`src/rtl/wb_pkg.sv`:
```
// rtl/wb_pkg.sv - shared state type, widths and peripheral map for the Wishbone master bridge
package wb_pkg;

  typedef enum logic [1:0] {
    IDLE = 2'd0,
    BUS  = 2'd1,
    RESP = 2'd2
  } wb_state_e;

  localparam int unsigned WB_ADDR_W = 32;
  localparam int unsigned WB_DATA_W = 32;

  localparam logic [31:0] WB_GPIO_BASE    = 32'h8000_1000;
  localparam logic [31:0] WB_GPIO_ODR_OFS = 32'h0000_0004;
  localparam logic [31:0] WB_GPIO_IDR_OFS = 32'h0000_0000;

  // Read data returned when a transaction is abandoned by the bus timeout
  localparam logic [31:0] WB_TIMEOUT_RDATA = 32'hFFFF_FFFF;

endpackage

```
`src/rtl/wb_timeout_ctr.sv`:
```
// rtl/wb_timeout_ctr.sv - bus-cycle counter, instantiated only when WB_MASTER_TIMEOUT_EN is defined
// expired is high while the count equals LIMIT-1.
module wb_timeout_ctr #(
  parameter int unsigned LIMIT = 256
) (
  input  logic clk,
  input  logic rst,
  input  logic clr,
  input  logic en,
  output logic expired
);

  localparam int unsigned CNT_W = (LIMIT > 1) ? $clog2(LIMIT) : 1;
  localparam logic [CNT_W-1:0] LAST = CNT_W'(LIMIT - 1);

  logic [CNT_W-1:0] cnt_q;
  logic [CNT_W-1:0] cnt_d;

  always_comb begin
    cnt_d = cnt_q;
    if (clr) begin
      cnt_d = '0;
    end else if (en && (cnt_q != LAST)) begin
      cnt_d = cnt_q + 1'b1;
    end
  end

  always_ff @(posedge clk) begin
    if (rst) begin
      cnt_q <= '0;
    end else begin
      cnt_q <= cnt_d;
    end
  end

  assign expired = (cnt_q == LAST);

endmodule

```
`src/rtl/wb_master_bridge.sv`:
```
// rtl/wb_master_bridge.sv - single-beat valid/ready to Wishbone B4 classic initiator
// Optional bus timeout enabled by defining WB_MASTER_TIMEOUT_EN.
module wb_master_bridge
  import wb_pkg::*;
#(
  parameter int unsigned ADDR_W         = WB_ADDR_W,
  parameter int unsigned DATA_W         = WB_DATA_W,
  parameter int unsigned TIMEOUT_CYCLES = 256
) (
  input  logic                iclk,
  input  logic                rst,
  input  logic                req_valid,
  output logic                req_ready,
  input  logic [ADDR_W-1:0]   req_addr,
  input  logic                req_we,
  input  logic [DATA_W-1:0]   req_wdata,
  input  logic [DATA_W/8-1:0] req_sel,
  output logic                rsp_valid,
  input  logic                rsp_ready,
  output logic [DATA_W-1:0]   rsp_rdata,
  output logic                rsp_err,
  output logic [ADDR_W-1:0]   wb_adr_o,
  output logic [DATA_W-1:0]   wb_dat_o,
  input  logic [DATA_W-1:0]   wb_dat_i,
  output logic                wb_we_o,
  output logic [DATA_W/8-1:0] wb_sel_o,
  output logic                wb_stb_o,
  output logic                wb_cyc_o,
  input  logic                wb_ack_i,
  input  logic                wb_err_i
);

  localparam int unsigned SEL_W = DATA_W / 8;

  wb_state_e         state_q,     state_d;
  logic [ADDR_W-1:0] adr_q,       adr_d;
  logic [DATA_W-1:0] dat_q,       dat_d;
  logic              we_q,        we_d;
  logic [SEL_W-1:0]  sel_q,       sel_d;
  logic              bus_q,       bus_d;
  logic              req_ready_q, req_ready_d;
  logic              rsp_valid_q, rsp_valid_d;
  logic [DATA_W-1:0] rsp_rdata_q, rsp_rdata_d;
  logic              rsp_err_q,   rsp_err_d;
  logic              tmo_expired;

`ifdef WB_MASTER_TIMEOUT_EN
  logic tmo_clr;
  logic tmo_en;

  // Held clear outside BUS so every transaction starts counting from zero
  assign tmo_clr = (state_q != BUS);
  assign tmo_en  = (state_q == BUS) && !wb_ack_i && !wb_err_i;

  wb_timeout_ctr #(
    .LIMIT(TIMEOUT_CYCLES)
  ) u_timeout_ctr (
    .clk    (iclk),
    .rst    (rst),
    .clr    (tmo_clr),
    .en     (tmo_en),
    .expired(tmo_expired)
  );
`else
  assign tmo_expired = 1'b0;
  if (TIMEOUT_CYCLES == 0) begin : g_timeout_unused
  end
`endif

  always_comb begin
    state_d     = state_q;
    adr_d       = adr_q;
    dat_d       = dat_q;
    we_d        = we_q;
    sel_d       = sel_q;
    bus_d       = bus_q;
    req_ready_d = req_ready_q;
    rsp_valid_d = rsp_valid_q;
    rsp_rdata_d = rsp_rdata_q;
    rsp_err_d   = rsp_err_q;

    case (state_q)
      IDLE: begin
        if (req_valid && req_ready_q) begin
          adr_d       = req_addr;
          dat_d       = req_wdata;
          we_d        = req_we;
          sel_d       = req_sel;
          bus_d       = 1'b1;
          req_ready_d = 1'b0;
          state_d     = BUS;
        end
      end
      BUS: begin
        // err outranks ack, and both outrank the timeout on the final cycle
        if (wb_err_i) begin
          bus_d       = 1'b0;
          rsp_valid_d = 1'b1;
          rsp_err_d   = 1'b1;
          rsp_rdata_d = '0;
          state_d     = RESP;
        end else if (wb_ack_i) begin
          bus_d       = 1'b0;
          rsp_valid_d = 1'b1;
          rsp_err_d   = 1'b0;
          rsp_rdata_d = we_q ? '0 : wb_dat_i;
          state_d     = RESP;
        end else if (tmo_expired) begin
          bus_d       = 1'b0;
          rsp_valid_d = 1'b1;
          rsp_err_d   = 1'b1;
          rsp_rdata_d = DATA_W'(WB_TIMEOUT_RDATA);
          state_d     = RESP;
        end
      end
      RESP: begin
        // req_ready rises only after this edge, so no request is taken on the handshake edge
        if (rsp_ready) begin
          rsp_valid_d = 1'b0;
          rsp_err_d   = 1'b0;
          rsp_rdata_d = '0;
          req_ready_d = 1'b1;
          state_d     = IDLE;
        end
      end
      default: begin
        bus_d       = 1'b0;
        rsp_valid_d = 1'b0;
        req_ready_d = 1'b1;
        state_d     = IDLE;
      end
    endcase
  end

  always_ff @(posedge iclk) begin
    if (rst) begin
      state_q     <= IDLE;
      adr_q       <= '0;
      dat_q       <= '0;
      we_q        <= 1'b0;
      sel_q       <= '0;
      bus_q       <= 1'b0;
      req_ready_q <= 1'b1;
      rsp_valid_q <= 1'b0;
      rsp_rdata_q <= '0;
      rsp_err_q   <= 1'b0;
    end else begin
      state_q     <= state_d;
      adr_q       <= adr_d;
      dat_q       <= dat_d;
      we_q        <= we_d;
      sel_q       <= sel_d;
      bus_q       <= bus_d;
      req_ready_q <= req_ready_d;
      rsp_valid_q <= rsp_valid_d;
      rsp_rdata_q <= rsp_rdata_d;
      rsp_err_q   <= rsp_err_d;
    end
  end

  assign req_ready = req_ready_q;
  assign rsp_valid = rsp_valid_q;
  assign rsp_rdata = rsp_rdata_q;
  assign rsp_err   = rsp_err_q;
  assign wb_adr_o  = adr_q;
  assign wb_dat_o  = dat_q;
  assign wb_we_o   = we_q;
  assign wb_sel_o  = sel_q;
  assign wb_cyc_o  = bus_q;
  assign wb_stb_o  = bus_q;

endmodule

```
`config.mk`:
```
export PLATFORM = sky130hd
export DESIGN_NAME = wb_master_bridge
export DESIGN_NICKNAME = d
export VERILOG_FILES = /design/src/rtl/wb_pkg.sv /design/src/rtl/wb_timeout_ctr.sv /design/src/rtl/wb_master_bridge.sv
export SDC_FILE = /design/constraint.sdc
export NUM_CORES = 1
export LEC_CHECK = 0
export ABC_AREA = 1
export CAP_MARGIN = 20
export CELL_PAD_IN_SITES_DETAIL_PLACEMENT = 1
export CELL_PAD_IN_SITES_GLOBAL_PLACEMENT = 1
export CORE_ASPECT_RATIO = 1.5
export CORE_MARGIN = 2
export CORE_UTILIZATION = 27
export DETAILED_ROUTE_END_ITERATION = 12
export PLACE_DENSITY = 0.82
export SLEW_MARGIN = 20
export SYNTH_ARGS = -nofsm -noshare
export SYNTH_HDL_FRONTEND = slang
export SYNTH_SLANG_ARGS = --single-unit
```
`constraint.sdc`:
```
create_clock -name iclk -period 1.2 [get_ports iclk]
set_input_delay 0.12 -clock iclk [delete_from_list [all_inputs] [get_ports iclk]]
set_output_delay 0.12 -clock iclk [all_outputs]
set_load 0.02 [all_outputs]
```
==> results.sh <==
export IMPL_critPathSlowestCell="dfxtp_4"
export IMPL_p_leak_nw=3.53
export IMPL_worst_path_buf_inv=2
export IMPL_numCtsBuffers=9
export IMPL_syn_instance_count=568
export IMPL_clk_pin_slew_ps=80
export IMPL_ys_ff_latch=107
export IMPL_crit_type="flop to flop"
export IMPL_syn_nets=675
export IMPL_synth_warnings=0
export IMPL_dieArea_mm2=0.0165
export IMPL_power_density_mw_per_mm2=1440
export IMPL_hold_class="primary input to flop"
export IMPL_routedWlPerCell_um=16.7
export IMPL_dp_hpwl_mm=10.3
export IMPL_drive_gt1_share_pct=19.4
export IMPL_crit_chain="inv_6 > nor2_4 > nand2_4 > nand2_8 > clkbuf_16 > nor2_1 > nor2_1"
export IMPL_routed_via_density=4.58
export IMPL_grt_max_degree=37
export IMPL_io_buffers=212
export IMPL_clkPwrFrac_pct=26.4
export IMPL_fmax_ghz=0.818
export IMPL_grt_pass1_wl_mm=23.2
export IMPL_hold_depth=3
export IMPL_cts_tree="yes"
export IMPL_initial_core_util_pct=27.7
export IMPL_intPower_mw=7.23
export IMPL_final_cell_mix="187 x nor2_1, 106 x clkdlybuf4s50_1, 103 x dfxtp_1"
export IMPL_required_ps=1470
export IMPL_fp_coreArea_mm2=0.0151
export IMPL_fin_skew_ps=8.89
export IMPL_antenna_cells=0
export IMPL_min_period_ps=1220
export IMPL_synthesis_area_mm2=0.00417
export IMPL_finalSetupTns_ps=-55.9
export IMPL_clk_latency_ps=350
export IMPL_final_cells=1004
export IMPL_slew_viol_final=0
export IMPL_antenna_left=0
export IMPL_antenna_found_initial=0
export IMPL_fin_crit_sh_pct=102
export IMPL_crit_path_end_kind="flop"
export IMPL_setup_ws_ps=-21.8
export IMPL_min_from="req_addr[1]"
export IMPL_finalSetupViolations=6
export IMPL_area_growth_pct=81.2
export IMPL_yosysSeqAreaShare_pct=51.4
export IMPL_synth_cell_types=18
export IMPL_layout_commonest_cell="nor2_1"
export IMPL_root_buffer="clkbuf_16"
export IMPL_crit_family="simple AND/OR/NAND/NOR gates"
export IMPL_die_height_um=156
export IMPL_gp_routability_congestion=0.742
export IMPL_slew_headroom_pct=78.3
export IMPL_cp_start_kind="flop"
export IMPL_max_vdd_ir_drop_mv=0.674
export IMPL_comb_power_share_pct=34.3
export IMPL_max_stage_delay_ps=370
export IMPL_syn_area_per_cell_um2=7.34
export IMPL_net_switching_power_mw=3.64
export IMPL_rows=55
export IMPL_grt_usage_pct=17.7
export IMPL_hold_end="wb_adr_o[1]"
export IMPL_r2r_start="state_q[0]"
export IMPL_grt_overflow_total=0
export IMPL_reg2reg_to="rsp_rdata[9]"
export IMPL_crit_top_cell="nor2_1"
export IMPL_rsz0062_at_grt="yes"
export IMPL_critPathArrivalTime_ps=1490
export IMPL_final_hold_viol_count=0
export IMPL_hold_buffers=0
export IMPL_worstPathMaxFanout=9
export IMPL_vias=4597
export IMPL_cts_buffer_depth=2
export IMPL_regToRegSetupSlack_ps=-20
export IMPL_fin_nets=907
export IMPL_dp_cells=966
export IMPL_drc=0
export IMPL_drt_total_wl_mm=16.8
export IMPL_status="complete, but fails checks"
export IMPL_tightestPinTransition_ps=322
export IMPL_grt_pass1_vias=4502
export IMPL_firstDrtPassIters=4
export IMPL_cts_sinks=107
export IMPL_ff2ff_path_depth=7
export IMPL_cts_max_level=3
export IMPL_seqPwrFrac_pct=39.3
export IMPL_first_iter_violations=185
export IMPL_violations="negative setup slack"
export IMPL_swShare_pct=33.5
export IMPL_io_pins=213
export IMPL_die_x_um=105
export IMPL_max_cap_violations=0
through the flow:
step | utilization [%] | hold slack (ps) | power [mW] | cell area [um2] | setup slack, ps
final | 50.2 | 350 | 10.9 | 7560 | -21.8
after global routing | 50.2 | 354 | 11.5 | 7560 | -87.7
after CTS | 46.2 | 341 | 10.4 | 6960 | -5.65
after detailed placement | 44.2 | 472 | 7.65 | 6660 | -226
after global placement | 44.2 | 464 | 7.58 | 6660 | -191
after floorplan | - | 189 | 5.92 | 4170 | 50.6
worst register-to-register path: stages (launching register included):
cell       delay [ps]
dfxtp_4           370
inv_6              50
nor2_4            130
nand2_4            90
nand2_8           140
clkbuf_16         180
nor2_1             50
nor2_1            130
cell type report:
type	count	area, um2
multi-input cells	395	2010
repair buffers	261	2770
well taps	199	249
flip-flops and latches	107	2150
clock buffers	12	246
fillers	1758	7510
clock inverters	4	35.0
inverters	26	103
power groups by stage:
stage               combinational [mW]  sequential (mW)  clock [mW]
floorplan                         1.07             4.85           0
global placement                  3.28             4.30           0
detailed placement                3.33             4.32           0
CTS                               3.19             4.23        3.00
global route                      4.01             4.33        3.15
finish                            3.72             4.27        2.87
synth_stat cells:
cell | n | area, um2
nor2_1 | 188 | 706
dfxtp_1 | 107 | 2140
nand2_1 | 72 | 270
o21ai_0 | 60 | 300
nand3_1 | 36 | 180
inv_1 | 23 | 86.3
nand3b_1 | 19 | 143
buf_2 | 14 | 70.1
buf_4 | 13 | 97.6
o21ai_1 | 11 | 55.1
clkbuf_1 | 10 | 37.5
clkbuf_2 | 3 | 15.0
inv_2 | 3 | 11.3
nand2_2 | 3 | 18.8
a21oi_1 | 2 | 10.0
nor3_1 | 2 | 10.0
nor2_2 | 1 | 6.26
nor2_4 | 1 | 11.3
repair_timing:
| item | CTS | global route |
|---|---|---|
| setup endpoints to repair | 191 | 125 |
| gates resized for setup | 137 | 178 |
| buffers inserted | 4 | 3 |
| hold endpoints to repair | 0 | 0 |
| cloned | 2 | 15 |
| pin swaps | 2 | 51 |
metal layers:
metal / routed length (um) / vias to the layer above / track usage (%)
li1: - / 2250 / -
met1: 6170 / 2185 / 18.7
met2: 9250 / 137 / 32.3
met3: 928 / 25 / 5.29
met4: 454 / 0 / 7.24
met5: 0 / - / 0
registers in the layout, summed over array words and instances, names as in the netlist:
name / count
state_q: 2
wb_adr_o: 32
rsp_valid: 1
req_ready: 1
rsp_err: 1
wb_we_o: 1
wb_sel_o: 4
wb_dat_o: 32
wb_cyc_o: 1
rsp_rdata: 32
worst max-delay path by stage:
stage,from,end,cells past startpoint
3_5_place_dp,wb_err_i,rsp_rdata[26],8
3_3_place_gp,wb_err_i,rsp_rdata[7],9
6_report,state_q[0],rsp_rdata[9],7
2_1_floorplan,req_ready,wb_dat_o[11],5
4_1_cts,state_q[0],wb_dat_o[27],7
5_1_grt,state_q[0],rsp_rdata[8],8
logic make-up (layout without fill, tap and decap cells):
group           after synthesis  after routing  share of synthesized area [%]
flops                       107            107                           51.4
buf+inv                      66            303                           7.62
compound gates               73             73                           8.76
simple gates                322            322                           32.3
(Power assumes the default switching activity.)
